===== src/rtl/playlist_mcu.sv =====
// Playlist control unit: sequences playback over NUM_SONGS songs with
// previous/next navigation, repeat modes, an end-of-playlist state, a
// multi-cycle player-reset pulse and optional auto-resume after a change.
module playlist_mcu #(
  parameter int NUM_SONGS    = 4,
  parameter int SONG_W       = 2,
  parameter int RESET_CYCLES = 2,
  parameter bit AUTO_PLAY    = 1'b1
) (
  input  logic              clk,
  input  logic              reset_n,
  input  logic              play_button,
  input  logic              next_button,
  input  logic              prev_button,
  input  logic [1:0]        repeat_mode,
  input  logic              song_done,
  output logic              play,
  output logic              reset_player,
  output logic [SONG_W-1:0] song,
  output logic [1:0]        state
);

  // The counter only needs to reach RESET_CYCLES-1; keep it at least one bit wide.
  localparam int CNT_W = (RESET_CYCLES < 2) ? 1 : $clog2(RESET_CYCLES);

  localparam logic [SONG_W-1:0] LAST_SONG = SONG_W'(NUM_SONGS - 1);
  localparam logic [CNT_W-1:0]  CNT_LAST  = CNT_W'(RESET_CYCLES - 1);

  typedef enum logic [1:0] {
    ST_PAUSE  = 2'b00,
    ST_PLAY   = 2'b01,
    ST_CHANGE = 2'b10,
    ST_DONE   = 2'b11
  } state_t;

  state_t            state_q, state_d;
  logic [SONG_W-1:0] song_q, song_d;
  logic [CNT_W-1:0]  cnt_q, cnt_d;
  logic              resume_q, resume_d;

  logic [SONG_W-1:0] next_song, prev_song;
  logic              rep_all, rep_one;

  // Wrap-around neighbours use explicit compares so non-power-of-two playlists stay in range.
  always_comb begin
    next_song = (song_q == LAST_SONG) ? '0 : song_q + SONG_W'(1);
    prev_song = (song_q == '0) ? LAST_SONG : song_q - SONG_W'(1);
    rep_all   = (repeat_mode == 2'b01);
    rep_one   = (repeat_mode == 2'b10);
  end

  // State, song, change counter and resume flag registers.
  always_ff @(posedge clk or negedge reset_n) begin
    if (!reset_n) begin
      state_q  <= ST_PAUSE;
      song_q   <= '0;
      cnt_q    <= '0;
      resume_q <= 1'b0;
    end else begin
      state_q  <= state_d;
      song_q   <= song_d;
      cnt_q    <= cnt_d;
      resume_q <= resume_d;
    end
  end

  // Next-state logic; the song index is loaded on the same edge that enters CHANGE.
  always_comb begin
    state_d  = state_q;
    song_d   = song_q;
    cnt_d    = '0;
    resume_d = resume_q;
    case (state_q)
      ST_PAUSE: begin
        if (play_button) begin
          state_d = ST_PLAY;
        end else if (next_button) begin
          state_d  = ST_CHANGE;
          song_d   = next_song;
          resume_d = 1'b0;
        end else if (prev_button) begin
          state_d  = ST_CHANGE;
          song_d   = prev_song;
          resume_d = 1'b0;
        end
      end
      ST_PLAY: begin
        if (play_button) begin
          state_d = ST_PAUSE;
        end else if (next_button) begin
          state_d  = ST_CHANGE;
          song_d   = next_song;
          resume_d = AUTO_PLAY;
        end else if (prev_button) begin
          state_d  = ST_CHANGE;
          song_d   = prev_song;
          resume_d = AUTO_PLAY;
        end else if (song_done) begin
          if (rep_one) begin
            state_d  = ST_CHANGE;
            resume_d = AUTO_PLAY;
          end else if (rep_all || (song_q != LAST_SONG)) begin
            state_d  = ST_CHANGE;
            song_d   = next_song;
            resume_d = AUTO_PLAY;
          end else begin
            state_d = ST_DONE;
          end
        end
      end
      ST_CHANGE: begin
        if (cnt_q == CNT_LAST) begin
          state_d = resume_q ? ST_PLAY : ST_PAUSE;
        end else begin
          cnt_d = cnt_q + CNT_W'(1);
        end
      end
      ST_DONE: begin
        if (play_button) begin
          state_d  = ST_CHANGE;
          song_d   = '0;
          resume_d = 1'b1;
        end else if (next_button) begin
          state_d  = ST_CHANGE;
          song_d   = '0;
          resume_d = 1'b0;
        end else if (prev_button) begin
          state_d  = ST_CHANGE;
          song_d   = LAST_SONG;
          resume_d = 1'b0;
        end
      end
      default: begin
        state_d = ST_PAUSE;
      end
    endcase
  end

  // Outputs decode straight from registers, so an async reset drops reset_player at once.
  always_comb begin
    play         = (state_q == ST_PLAY);
    reset_player = (state_q == ST_CHANGE);
    song         = song_q;
    state        = state_q;
  end

endmodule


===== config.mk =====
export PLATFORM = sky130hd
export DESIGN_NAME = playlist_mcu
export DESIGN_NICKNAME = d
export VERILOG_FILES = /design/src/rtl/playlist_mcu.sv
export SDC_FILE = /design/constraint.sdc
export NUM_CORES = 1
export LEC_CHECK = 0
export ABC_AREA = 1
export CORE_MARGIN = 2
export CORE_UTILIZATION = 30
export CTS_CLUSTER_SIZE = 25
export DETAILED_ROUTE_END_ITERATION = 10
export PLACE_DENSITY = 0.58
export SLEW_MARGIN = 25
export SYNTH_ARGS = -nofsm -noshare
export SYNTH_HDL_FRONTEND = slang
export SYNTH_SLANG_ARGS = --single-unit

===== constraint.sdc =====
create_clock -name clk -period 3.2 [get_ports clk]
set_input_delay 0.64 -clock clk [delete_from_list [all_inputs] [get_ports clk]]
set_output_delay 0.64 -clock clk [all_outputs]
set_load 0.05 [all_outputs]

# Word-level counts from Yosys, hierarchy flattened
# Index checks and enable logic that the tools add are counted.
# Widths: inputs -> output; s select.
# word_totals
wordCells,72
ff_bits,6
# op_classes
n_mux,41
addsub,3
n_reduce_logical,7
eq_ne,17
# ops
operator,count
$mux 2,23
$mux 1,15
$ne 4x4->1 const B,3
$eq 2x2->1 const B,4
$pmux 2 s4,1
$reduce_and 8->1,1
$ne 2x2->1 const B,3
$pmux 2 s3,1
$ne 5x3->1 const B,1
$ne 5x5->1 const B,1
$reduce_and 5->1,1
$eq 2x1->1 const B,2
$logic_not 2->1,2
$ne 4x3->1 const B,1
$ne 3x3->1 const B,1
$pmux 1 s3,1
$reduce_bool 3->1,1
$add 2x1->2 const B,1
$ne 2x1->1 const B,1
$reduce_and 2->1,1
$sub 2x1->2 const B,1
$add 1x1->1 const B,1
$logic_or 1x1->1,1

# Depth between registers and ports, before layout
# logic_depth
depth_word,9
mapped_depth,9
mapped_depth_nobuf,9

# Worst setup path after synthesis
# No wires, ideal clock.
# synth_path
path_kind,reg2out
startpoint,"register state_q[1], in the netlist state[1]"
endpoint,output reset_player
setup_slack_ns,1.302
path_buffers,0
t_arrival_ns,1.258
path_stages_with_launch,3
cell_sequence,dfrtp_1 > nand2_1 > inv_1
# synth_via
elab_chain_len,1
# synth_rtl
item,line_no,text
from (decl),36,"state_t state_q, state_d;"
from (signal assigned),60,state_q <= state_d;
$eq 2x2->1,142,reset_player = (state_q == ST_CHANGE);
to (decl),18,"output logic reset_player,"
# No other way between the ends.

# Worst setup path in the final report
# layout_path
startpoint,"register state_q[1], in the netlist state[1]"
endpoint,output play
# layout_via
elab_chain_len,1
# layout_rtl
item,line_no,text
$eq 2x1->1,141,play = (state_q == ST_PLAY);
to (decl),17,"output logic play,"
# No other way between the ends.

==> flow_metrics.py <==
metrics = {
    "clock_network": {
        "cts_stage_hold_buffer_count": 0,
        "cts.repair_timing.setup_buffer_count": 0,
        "clock_tree.htree_level_count": 1,
        "post_cts.resized_instances": 0,
        "clock_latency_ns": 0.24,
        "cts_max_path_buffers": 2,
        "cts.sink_count": 6,
        "cts_root_buffer": "sky130_fd_sc_hd__clkbuf_4",
        "cts-buffers-inserted": 3,
        "clk_pin_slew_ns": 0.04,
        "cts_tree": "yes",
    },
    "cells_and_area": {
        "final_area_um2": 737.0,
        "final_util": 0.4268,
        "fillers": 200,
        "instances_no_fill": 129,
        "area_delta_synth_final_pct": 33.26,
        "layout-drive-gt1-share": 0.07692,
        "n_antenna_cell": 0,
        "layout.nets": 116,
    },
    "timing": {
        "hold_violations": 0,
        "finalMaxSlewViolations": 0,
        "finalCriticalPeriod_ns": 2.432,
        "worst-slew-pin-transition_ns": 0.5102,
        "fraction_of_the_cycle_the_final_worst_path_needs": 0.7599,
        "finalSetupViolations": 0,
        "rsz0062_at_grt": "false",
        "final.setup_skew_ns": 0.004366,
        "fin_worst_hold_slack_ns": 0.4878,
        "max_clock_freq_mhz": 411.2,
        "final.setup.tns_ns": 0,
        "slew_headroom": 0.6588,
        "fin_ws_ns": 0.7683,
    },
    "die": {
        "initial_cell_density_of_the_core": 0.3203,
        "chipWidth_um": 46.94,
        "die-area_um2": 2203,
        "core-area_um2": 1727,
        "i_o_pin_count": 14,
        "floorplan.die.height_um": 46.94,
        "fp-row-count": 15,
    },
    "synth": {
        "post-synth-top-area-cell": "sky130_fd_sc_hd__dfrtp_1",
        "synth_cell_area_um2": 553.0,
        "syn_nets": 98,
        "async_flop_share": 1.000,
        "synth_common_cells": "sky130_fd_sc_hd__nand2_1 (26), sky130_fd_sc_hd__inv_1 (17), sky130_fd_sc_hd__nor2_1 (9), sky130_fd_sc_hd__nand3_1 (8), sky130_fd_sc_hd__dfrtp_1 (6)",
        "synthesized_area_divided_by_synthesized_cell_count_um2": 6.284,
        "synth_largest_type_area_fraction": 0.2715,
        "synthTopCellsByArea": "sky130_fd_sc_hd__dfrtp_1 (27%), sky130_fd_sc_hd__nand2_1 (18%), sky130_fd_sc_hd__inv_1 (12%)",
        "postSynthRegisterBits": 6,
        "yosys_warnings": 0,
        "dominantRegCellSynth": "sky130_fd_sc_hd__dfrtp_1",
        "synth.lib_cells_used.distinct": 21,
        "synth-edff-count": 0,
        "synthCells": 88,
        "cell_with_the_most_instances_after_synthesis": "sky130_fd_sc_hd__nand2_1",
        "synth_seq_area_share": 0.2715,
    },
    "detailed_routing": {
        "drt.antenna.violating_nets": 0,
        "drtPass1Iterations": 4,
        "drtIter0Drc": 5,
        "drt_wl_cell_um": 9.450,
        "drc": 0,
        "drt-vias-per-instance": 4.411,
        "routed_wl_um": 1219,
        "vias": 569,
    },
    "critical_path": {
        "critPathMaxFanout": 10,
        "worst-endpoint-required_ns": 2.56,
        "crit_path_end_kind": "primary output",
        "reg2reg_from": "song[0]$_DFFE_PN0P_",
        "crit_type": "register to primary output",
        "cp.arrival_ns": 1.79,
        "critical_path.startpoint": "state[1]$_DFFE_PN0P_",
        "worst_r2r_path_depth": 6,
        "timing.critical_path.from_type": "register",
    },
    "min_path": {
        "holdCritPathClass": "register to register",
        "launch_point_of_the_worst_hold_path": "resume_q$_DFFE_PN0P_",
        "hold_path_depth": 2,
    },
    "grt": {
        "pin_count_of_the_biggest_net_entering_global_routing": 11,
        "first_pass_grt_wire_length_um": 2021,
        "globalRouteTotalUtil": 0.1327,
        "globalRoute.totalOverflow": 0,
        "antenna_violations_before_repair": 0,
        "grt_pass1_vias": 507,
    },
    "placement": {
        "dp_cells": 126,
        "placer_congestion": 0.7949,
        "placement.io_buffers": 13,
        "place_ws_ns": 1.024,
        "postPlaceCellArea_um2": 714.4,
        "dp_hpwl_um": 1029,
    },
    "flow_run": {
        "cap_violations": 0,
    },
    "power_and_ir_drop": {
        "cellPowerDensity_nw_per_um2": 1001,
        "ir_drop_mv": 0.4352,
        "power_mw": 0.7380,
        "power.static_leakage_nw": 0.4022,
    },
    "outcome": {
        "result_of_the_run": "completed",
    },
}
-- final cells by class --
class / count / area [µm²] / share of cell area
inverter: 18 / 67.56 / 0.09168
tap: 25 / 31.28 / 0.04244
multi-input combinational: 64 / 335.3 / 0.4550
timing repair buffer: 13 / 130.1 / 0.1766
sequential: 6 / 150.1 / 0.2037
clock buffer: 3 / 22.52 / 0.03056
-- routing by layer --
metal | GRT usage | share of wire | wire, µm
met4 | 0.09444 | 0.0098 | 12
met5 | 0 | 0 | 0
met3 | 0.01154 | 0.033 | 40
met2 | 0.2082 | 0.47 | 572
met1 | 0.1702 | 0.49 | 594
-- final timing paths --
check                                  endpoint  slack (ns)
max in group asynchronous  state[0]$_DFFE_PN0P_        2.34
setup reg to reg            song[0]$_DFFE_PN0P_        1.83
min in group asynchronous  state[1]$_DFFE_PN0P_        0.64
hold reg to reg            resume_q$_DFFE_PN0P_        0.49
setup / recovery                           play        0.77
hold / removal             resume_q$_DFFE_PN0P_        0.49
-- placed cells by master, fill, tap and decap left out, drive strengths merged --
cell type | Yosys | layout
clkbuf | 0 | 3
nand2 | 26 | 26
nand3 | 8 | 8
ha | 2 | 2
inv | 18 | 18
a22oi | 1 | 1
nor3 | 1 | 1
o211ai | 2 | 2
or2 | 2 | 2
dfrtp | 6 | 6
o21a | 2 | 2
nand4 | 3 | 3
nand3b | 1 | 1
o21ai | 3 | 3
nor2 | 11 | 11
clkdlybuf4s50 | 0 | 13
xnor2 | 1 | 1
a21oi | 1 | 1
-- where the power goes --
| group | leakage, nW | switching, mW | total [mW] | internal [mW] |
|---|---|---|---|---|
| combinational | 0.314 | 0.336 | 0.522 | 0.186 |
| clock | 0.0138 | 0.0241 | 0.0663 | 0.0422 |
| sequential | 0.0747 | 0.0363 | 0.150 | 0.114 |
-- sequential cells by signal, indices dropped and copies added (netlist names) --
signal and flops:
resume_q 1, cnt_q 1, state 2, song 2
-- cells by family (layout without fill, tap and decap cells) --
kind of cell,after synthesis,in the layout,share of synthesized area
compound gates,9,9,0.1131
xor+xnor,1,1,0.01584
fa+ha+maj,2,2,0.04524
buf+inv,18,34,0.1222
flops,6,6,0.2715
simple gates,52,52,0.4321
-- critical path, cell delays in order (launching register included) --
cell	delay, ns
sky130_fd_sc_hd__dfrtp_1	0.44
sky130_fd_sc_hd__nor2_4	0.26
sky130_fd_sc_hd__clkdlybuf4s50_1	0.85
Power figures use the tool's default switching activity.
